## config.mk

```make
export PLATFORM = sky130hd
export DESIGN_NAME = bus_priority_encoder
export DESIGN_NICKNAME = d
export VERILOG_FILES = /design/src/rtl/bus_priority_encoder.sv
export SDC_FILE = /design/constraint.sdc
export NUM_CORES = 1
export LEC_CHECK = 0
export ABC_AREA = 0
export CORE_MARGIN = 1.5
export CORE_UTILIZATION = 49
export CTS_CLUSTER_DIAMETER = 150
export DETAILED_ROUTE_END_ITERATION = 12
export PLACE_DENSITY = 0.78
export SLEW_MARGIN = 20
export SYNTH_ARGS = -nofsm -noshare
export SYNTH_HDL_FRONTEND = slang
export SYNTH_SLANG_ARGS = --single-unit
```

## constraint.sdc

```tcl
create_clock -name clk -period 2.13 [get_ports clk]
set_input_delay 0.3195 -clock clk [delete_from_list [all_inputs] [get_ports clk]]
set_output_delay 0.3195 -clock clk [all_outputs]
set_load 0.01 [all_outputs]
```

## src/rtl/bus_priority_encoder.sv

```systemverilog
// -----------------------------------------------------------------------------
// bus_priority_encoder
//   Captures an 8-bit request word and hands back the 3-bit index of every set
//   bit, lowest index first, one per valid/ready transfer. Bit k maps to index
//   k, so a 3-to-8 decoder driven from state_out rebuilds each captured bit.
//
// Ports
//   clk        in   1  clock, all state changes on the rising edge
//   rst_n      in   1  asynchronous active-low reset
//   bus_in     in   8  request word, sampled only when load is taken in IDLE
//   load       in   1  capture strobe, ignored while busy
//   state_out  out  3  index of lowest pending bit, 0 when out_valid is low
//   out_valid  out  1  state_out holds an index
//   out_ready  in   1  consumer takes the index when out_valid & out_ready
//   busy       out  1  block is emitting or finishing (load ignored)
//   done       out  1  one-cycle pulse after the word has been drained
//   bit_count  out  4  popcount of the last captured word
//   onehot     out  1  last captured word had exactly one bit set
// -----------------------------------------------------------------------------
module bus_priority_encoder (
  input  logic       clk,
  input  logic       rst_n,
  input  logic [7:0] bus_in,
  input  logic       load,
  output logic [2:0] state_out,
  output logic       out_valid,
  input  logic       out_ready,
  output logic       busy,
  output logic       done,
  output logic [3:0] bit_count,
  output logic       onehot
);

  localparam logic [1:0] ST_IDLE = 2'd0;
  localparam logic [1:0] ST_EMIT = 2'd1;
  localparam logic [1:0] ST_DONE = 2'd2;

  logic [1:0] state_q, state_d;
  logic [7:0] pending_q, pending_d;
  logic [3:0] bit_count_q, bit_count_d;
  logic [2:0] low_idx_s;
  logic [7:0] pending_cleared_s;

  // Number of set bits in an 8-bit word.
  function automatic logic [3:0] popcount8(input logic [7:0] w);
    logic [3:0] n;
    n = 4'd0;
    for (int i = 0; i < 8; i++) begin
      n = n + {3'd0, w[i]};
    end
    return n;
  endfunction

  // Index of the lowest set bit; 0 for an all-zero word.
  function automatic logic [2:0] lowest_index(input logic [7:0] w);
    logic [2:0] idx;
    casez (w)
      8'b???????1: idx = 3'd0;
      8'b??????10: idx = 3'd1;
      8'b?????100: idx = 3'd2;
      8'b????1000: idx = 3'd3;
      8'b???10000: idx = 3'd4;
      8'b??100000: idx = 3'd5;
      8'b?1000000: idx = 3'd6;
      8'b10000000: idx = 3'd7;
      default:     idx = 3'd0;
    endcase
    return idx;
  endfunction

  assign low_idx_s = lowest_index(pending_q);
  // w & (w - 1) drops exactly the lowest set bit, i.e. the index being accepted.
  assign pending_cleared_s = pending_q & (pending_q - 8'd1);

  // Next-state, pending word and popcount update.
  always_comb begin
    state_d     = state_q;
    pending_d   = pending_q;
    bit_count_d = bit_count_q;
    case (state_q)
      ST_IDLE: begin
        if (load) begin
          pending_d   = bus_in;
          bit_count_d = popcount8(bus_in);
          if (bus_in != 8'h00) begin
            state_d = ST_EMIT;
          end else begin
            state_d = ST_DONE;
          end
        end else begin
          state_d = ST_IDLE;
        end
      end
      ST_EMIT: begin
        if (out_ready) begin
          pending_d = pending_cleared_s;
          if (pending_cleared_s == 8'h00) begin
            state_d = ST_DONE;
          end else begin
            state_d = ST_EMIT;
          end
        end else begin
          state_d = ST_EMIT;
        end
      end
      ST_DONE: begin
        state_d = ST_IDLE;
      end
      default: begin
        state_d   = ST_IDLE;
        pending_d = 8'h00;
      end
    endcase
  end

  // State registers with asynchronous reset.
  always_ff @(posedge clk or negedge rst_n) begin
    if (!rst_n) begin
      state_q     <= ST_IDLE;
      pending_q   <= 8'h00;
      bit_count_q <= 4'd0;
    end else begin
      state_q     <= state_d;
      pending_q   <= pending_d;
      bit_count_q <= bit_count_d;
    end
  end

  // Outputs are decoded purely from registered state.
  always_comb begin
    out_valid = (state_q == ST_EMIT);
    busy      = (state_q == ST_EMIT) || (state_q == ST_DONE);
    done      = (state_q == ST_DONE);
    bit_count = bit_count_q;
    onehot    = (bit_count_q == 4'd1);
    if (state_q == ST_EMIT) begin
      state_out = low_idx_s;
    end else begin
      state_out = 3'b000;
    end
  end

endmodule
```

After elaboration in Yosys (flattened, before gate mapping)

Index checks and enable logic that the tools add are counted.
Widths: inputs -> output; s select.

Register bits after elaboration: 14
Input port bits: 12
Output and inout port bits: 11
Word-level logic and storage cells: 41

Add/sub/neg operators: 8
Equal/unequal tests: 12
Muxes and demuxes: 10
Bitwise logic cells: 2
Reduce and logical (&&, ||, !) cells: 6

Operators with widths:

| kind                | count |
|---|---|
| $pmux 8 s3          | 1 |
| $pmux 3 s7          | 1 |
| $add 4x1->4         | 4 |
| $mux 8              | 2 |
| $and 8x8->8         | 1 |
| $eq 8x8->1 const B  | 1 |
| $logic_not 8->1     | 1 |
| $mux 2              | 4 |
| $reduce_bool 8->1   | 1 |
| $sub 8x1->8 const B | 1 |
| $eq 7x7->1 const B  | 1 |
| $eq 6x6->1 const B  | 1 |
| $eq 5x5->1 const B  | 1 |
| $add 3x1->4         | 1 |
| $eq 2x2->1 const B  | 2 |
| $eq 4x1->1 const B  | 1 |
| $eq 4x4->1 const B  | 1 |
| $pmux 2 s2          | 1 |
| $add 2x1->3         | 1 |
| $eq 3x3->1 const B  | 1 |
| $mux 3              | 1 |
| $reduce_and 3->1    | 1 |
| $add 1x1->2         | 1 |
| $eq 2x1->1 const B  | 1 |
| 6 further kinds     | 6 |

Logic depth before layout (Yosys ltp)

Gate-level depths: netlist of the first run.

Word-level depth: 7
Gate-level depth with buffers: 10
Mapped depth without buffers: 10

Least setup slack after synthesis of the first run

Ideal clock, no wire load.

Kind: input -> register
Start: in bus_in[0]
End: reg bit_count_q[2] (netlist: bit_count[2])
Setup time: 0.083 ns
Arrival time: 2.631 ns
Required time: 2.047 ns
Path slack: -0.584 ns
Cell stages on the path: 10
Buffers on the path: 0
Path through: fa_1 > inv_1 > fa_1 > fa_1 > inv_1 > ha_1 > inv_1 > fa_1 > xor2_1 > o21ai_0

Word-level cells in the longest chain between the ends: 7

RTL lines:

| what                      | line | source |
|---|---|---|
| start, declared           | 23   | `input logic [7:0] bus_in,` |
| $add 1x1->2               | 49   | `n = n + {3'd0, w[i]};` |
| $add 2x1->3               | 49   |  |
| $add 3x1->4               | 49   |  |
| $add 4x1->4 (4 in series) | 49   |  |
| end signal, assigned      | 125  | `bit_count_q <= bit_count_d;` |
| end, declared             | 40   | `logic [3:0] bit_count_q, bit_count_d;` |

Every way passes these cells.
A chain may end at the register's enable or synchronous reset.

Final worst setup path of the first run

Start: in bus_in[3]
End: reg bit_count_q[2] (netlist: bit_count[2])

Word-level cells in the longest chain between the ends: 5

RTL lines:

| what                      | line |
|---|---|
| $add 3x1->4               | 49 |
| $add 4x1->4 (4 in series) | 49 |

Every way passes these cells.

==> flow_summary.ini, run 1 <==
[run_status]
status = complete, but fails checks
violations = setup timing

[synth]
yosysTopAreaCell = dfrtp_1
synth_flop_cell = dfrtp_1
async_flop_share_pct = 100
synth_most_common_cell = inv_1
yosysTopAreaCellShare_pct = 34.6
syn-cell-area_um2 = 1010
synth_area_leaders = dfrtp_1 (35%), ha_1 (8.6%), fa_1 (7.9%)
yosys-top-cells-count = inv_1 (19), dfrtp_1 (14), o21ai_0 (10), nand2_1 (9)
ys_ff_latch = 14
syn_nets = 131
seq_area_frac_synth_pct = 34.6
synth-edff-count = 0
netlist_instances = 108
yosys_warnings = 0
postSynthAreaPerCell_um2 = 9.38
synth_cell_types = 29

[critical_path]
critPathSlowestCell = fa_1
reg2reg_slack_ns = 0.32
worstPathCellList = buf_6 -> fa_1 -> inv_1 -> fa_1 -> fa_2 -> inv_2 -> ha_4 -> inv_2 -> fa_2 -> xor2_1 -> o21ai_1
critPathKind = in -> reg
reg2regPathDepth = 6
critical_path.max_stage_delay_ns = 0.53
start_kind = primary input
worst_setup_path_end_kind = register
worstPathMaxFanout = 2
crit_arrival_ns = 2.79
crit_path_end = bit_count[2]$_DFFE_PN0P_
critical_path.startpoint = bus_in[3]
cp.required_ns = 2.30
r2r-start = state_q[1]$_DFF_PN0_
reg2reg_to = pending_q[7]$_DFFE_PN0P_

[layout]
final_nets = 177
drive_gt1_share_pct = 27.5
antennaDiodeCount = 0
area_growth_pct = 44.9
fillers = 160

[timing]
worst_pin_slew_ns = 0.697
min_period_over_period_pct = 123
fin_setup_tns_ns = -1.44
maxSlewViolCount = 0
fmax_ghz = 0.383
setup_ws_ns = -0.484
setup_viol = 4
fin_crit_ns = 2.61
rsz0062_at_grt = yes
slew_headroom_pct = 53.4
finClkSkew_ns = 0.00111
finalHoldViolations = 0

[global_route]
overflow = 0
grt_pass1_vias = 980
grt_max_degree = 15
antenna_found_initial = 0
grt_pass1_wl_um = 4600
grt_use_total_pct = 26.3

[placed_design]
place.gp.congestion = 0.799
portBuffers = 22
dpl.hpwl_um = 2040

[route]
antenna_left = 0
first_pass_iters = 5
route.detailed.drc = 0
totalWireLength_um = 2820
viasPerCell = 5.48
vias = 987
wire_per_inst_um = 15.7
drtIter0Drc = 52

[flow_run]
max_cap_violations = 0

[floorplan]
initial_core_util_pct = 51.7
std_cell_rows = 16
fp.dieH_um = 48.5
dieArea_um2 = 2350
die-width_um = 48.5
core_area_um2 = 1960
io_pins = 23

[cts]
cts_hold_buf = 0
cts_tree = done
clock_latency_ns = 0.29
h-tree-depth = 1
cts_buffer_depth = 2
clock-sinks = 14
cts-root-buf = clkbuf_4
numCtsBuffers = 3
path_clk_slew_ns = 0.09

[pwr]
p_per_area_nw_per_um2 = 1430
ir_drop_v = 0.000840
power_w = 0.00211
p_leak_nw = 0.717

[hold_path]
hp-class = in -> reg
kinds of logic (layout without fill, tap and decap cells):
family	Yosys count	after routing	synth area share (%)
compound gates	30	30	21.1
xor+xnor	1	1	0.864
simple gates	28	28	15.9
buf+inv	21	66	7.90
mux	1	1	1.11
flops	14	14	34.6
fa+ha+maj	13	13	18.5
layout by cell type, fill, tap and decap left out, drive strengths merged, types with 2 or more instances in the layout:
cell,netlist,final
a21oi,3,3
nand3,3,3
clkbuf,1,4
nor2,2,2
buf,1,26
clkdlybuf4s50,0,16
nand2,9,9
or3,2,2
maj3,2,2
fa,4,4
dfrtp,14,14
nor3,4,4
nor4,3,3
a22o,7,7
inv,19,19
ha,7,7
o21ai,16,16
worst max-delay path: cells and delay by family:
family,cells,cell delay (ns)
buffers and inverters,4,0.26
XOR/XNOR,1,0.16
AO/OA/AOI/OAI,1,0.08
adder cells (fa/ha/maj),5,1.97
where the power goes:
| part | internal, W | leakage (nW) | switching, W |
|---|---|---|---|
| registers | 0.000382 | 0.179 | 0.000127 |
| logic | 0.000718 | 0.517 | 0.000678 |
| clock network | 0.000104 | 0.0210 | 0.0000989 |
| total | 0.00120 | 0.717 | 0.000904 |
registers in the layout, indices dropped and copies added, names as in the netlist:
register	count
pending_q	8
bit_count	4
state_q	2
final cells by class:
class | count | area (um2) | area share (%)
Timing Repair Buffer | 43 | 362 | 24.6
Multi-Input combinational cell | 73 | 616 | 41.9
Sequential cell | 14 | 350 | 23.9
Clock buffer | 4 | 36.3 | 2.47
Inverter | 19 | 71.3 | 4.86
Tap cell | 27 | 33.8 | 2.30
per-layer routing:
layer,GRT usage [%],routed length [um],part of all wire (%)
met1,30.7,1090,39
met2,45.6,1490,53
met3,5.56,137,4.9
met4,13.8,97,3.4
met5,0,0,0
through the flow:
step                hold WS, ns  cells  util [%]  setup slack [ns]  cell area, um2
global placement          0.504    171      70.4             -1.07            1380
CTS                       0.413    178      73.3            -0.552            1440
global route              0.411    180      74.9            -0.577            1470
detailed placement        0.516    171      70.4             -1.19            1380
floorplan                0.0239    108         -            -0.568            1020
finish                    0.410    180      74.9            -0.484            1470
how the worst min path moves through the flow:
| stage | slack [ns] | end | cells past startpoint | from |
|---|---|---|---|---|
| 3_5_place_dp | 0.52 | bit_count[0]$_DFFE_PN0P_ | 1 | bit_count[0]$_DFFE_PN0P_ |
| 2_1_floorplan | 0.02 | bit_count[0]$_DFFE_PN0P_ | 0 | rst_n |
| 6_report | 0.41 | pending_q[1]$_DFFE_PN0P_ | 3 | bus_in[1] |
| 5_1_grt | 0.41 | pending_q[1]$_DFFE_PN0P_ | 3 | bus_in[1] |
| 3_3_place_gp | 0.50 | bit_count[2]$_DFFE_PN0P_ | 2 | bit_count[2]$_DFFE_PN0P_ |
| 4_1_cts | 0.41 | pending_q[1]$_DFFE_PN0P_ | 3 | bus_in[1] |
timing repair:
item	4_1_cts	5_1_grt
resized for setup	27	5
pin swaps	8	9
buffers inserted	3	2
setup endpoints to repair	6	7
Note: power is estimated with default switching activity, not from simulation.
==> run 2, diff against run 1 <==
--- a/config.mk
+++ b/config.mk
@@ -6,10 +6,11 @@
 export NUM_CORES = 1
 export LEC_CHECK = 0
 export ABC_AREA = 0
-export CORE_MARGIN = 1.5
+export CORE_MARGIN = 10
 export CORE_UTILIZATION = 49
 export CTS_CLUSTER_DIAMETER = 150
 export DETAILED_ROUTE_END_ITERATION = 12
+export GPL_TIMING_DRIVEN = 0
 export PLACE_DENSITY = 0.78
 export SLEW_MARGIN = 20
 export SYNTH_ARGS = -nofsm -noshare
==> run 2 against run 1 <==
The flow still finishes with violations (setup timing). Register-to-register slack worse by 0.15 ns. Worst setup slack gained 0.069 ns. Fmax up 2.7%. Critical path depth shrank 1. Flip-flop and latch count unchanged. Utilization shrank 4.3 points. Total power is 5.5% lower. Final cell count fell by 8.3%. Combinational power is 10% lower. Via count is 0.51% lower. Die area up 82%. Routed wire length fell by 1.4%.
==> flow_summary.ini, run 2 (same netlist as run 1, synthesis figures left out) <==
[run_status]
status = complete, but fails checks
violations = setup timing

[global_route]
grt_use_total_pct = 13.1
antenna_found_initial = 0
grt_max_degree = 15
overflow = 0
grt_pass1_vias = 999
grt_pass1_wl_um = 4550

[layout]
top_register = pending_q
area_growth_pct = 36.5
fillers = 175
drive_gt1_share_pct = 16.7
mostFrequentLayoutCells = inv_1 (17), clkdlybuf4s50_1 (17), dfrtp_1 (14)
finalInstanceArea_um2 = 1380
largest_register_ffs = 8
seq_area_um2 = 350
final_nets = 162
multi_input_area_um2 = 622
antennaDiodeCount = 0

[placed_design]
dpl.hpwl_um = 2070
portBuffers = 22
place_area_um2 = 1270
place.gp.congestion = 0.848

[floorplan]
std_cell_rows = 16
core_area_um2 = 1960
io_pins = 23
fp.dieH_um = 65.5
initial_core_util_pct = 51.7
die-width_um = 65.5
dieArea_um2 = 4290

[critical_path]
worst_setup_path_end_kind = register
reg2regPathDepth = 6
crit_arrival_ns = 2.72
critPathKind = in -> reg
worstPathMaxFanout = 2
start_kind = primary input
cp.required_ns = 2.30

[route]
antenna_left = 0
totalWireLength_um = 2780
wire_per_inst_um = 16.8
first_pass_iters = 4
drtIter0Drc = 59
viasPerCell = 5.95
vias = 982
route.detailed.drc = 0

[pwr]
ir_drop_v = 0.000879
power_w = 0.00199
p_per_area_nw_per_um2 = 1440
p_leak_nw = 0.637

[cts]
numCtsBuffers = 3
cts_buffer_depth = 2
h-tree-depth = 1
path_clk_slew_ns = 0.09
cts_tree = done
cts-root-buf = clkbuf_4
clock_latency_ns = 0.29
cts_hold_buf = 0
clock-sinks = 14

[timing]
whs_ns = 0.275
finalHoldViolations = 0
worst_pin_slew_ns = 0.658
setup_viol = 6
min_period_over_period_pct = 119
finClkSkew_ns = 0.00418
slew_headroom_pct = 56.0
rsz0062_at_grt = yes
fin_crit_ns = 2.54
maxSlewViolCount = 0
fmax_ghz = 0.393
setup_ws_ns = -0.415

[hold_path]
hp-class = in -> reg
hold_depth = 2

[flow_run]
max_cap_violations = 0
==> run 2: cell count changes in the layout (fill, tap and decap cells not counted), sizes merged <==
cell / previous run / this run
buf: 26 / 8
clkdlybuf4s50: 16 / 17
dlymetal6s2s: 1 / 0
clkdlybuf4s15: 0 / 1
dlygate4sd1: 0 / 1
clkbuf: 4 / 5
==> run 2: path summary, 6_finish.rpt <==
| kind | start | to | slack (ns) |
|---|---|---|---|
| max in group asynchronous | rst_n | bit_count[0]$_DFFE_PN0P_ | 1.28 |
| max reg2reg | state_q[0]$_DFF_PN0_ | pending_q[5]$_DFFE_PN0P_ | 0.17 |
| min in group asynchronous | rst_n | pending_q[3]$_DFFE_PN0P_ | 0.43 |
| min | bus_in[1] | pending_q[1]$_DFFE_PN0P_ | 0.28 |
| min reg2reg | bit_count[3]$_DFFE_PN0P_ | bit_count[3]$_DFFE_PN0P_ | 0.54 |
| max | bus_in[0] | bit_count[1]$_DFFE_PN0P_ | -0.41 |
==> run 2: final cells by class <==
type                    instances  area share, %
plain buffers                   2          0.633
clock buffers                   4           2.62
well taps                      27           2.44
repair buffers                 26           18.9
multi-input cells              73           44.9
flip-flops and latches         14           25.3
inverters                      19           5.15
==> run 2: timing repair <==
action / in CTS / in global routing
endpoints found under the setup margin: 7 / 7
gates resized for setup: 29 / 6
pin swaps: 7 / 6
gates cloned: 0 / 0
setup buffers: 3 / 1
==> run 2: power breakdown <==
group	internal (W)	switching, W	leakage (nW)
clock network	0.000104	0.0000950	0.0210
registers	0.000381	0.000155	0.179
logic	0.000631	0.000625	0.437
total	0.00112	0.000875	0.637
==> run 2: per-layer routing <==
metal	GRT usage, %	wire (um)	up-vias
li1	-	-	446
met1	15.0	1120	485
met2	23.8	1440	42
met3	1.69	147	9
met4	5.61	72	0
met5	0	0	-
==> run 2: worst max-delay path, cell delays in order <==
cell     delay (ns)
buf_6          0.10
fa_1           0.52
inv_1          0.05
fa_1           0.49
fa_1           0.42
inv_2          0.08
ha_4           0.13
inv_2          0.04
fa_2           0.52
o21ai_2        0.05
==> run 2: stage by stage <==
stage | util (%) | TNS, ns | std cells | setup WS, ns
2_1_floorplan | - | -1.65 | 108 | -0.568
3_3_place_gp | 64.7 | -4.17 | 157 | -1.14
3_5_place_dp | 64.7 | -4.46 | 157 | -1.18
4_1_cts | 68.9 | -1.82 | 164 | -0.515
5_1_grt | 70.5 | -2.04 | 165 | -0.478
6_report | 70.5 | -1.58 | 165 | -0.415
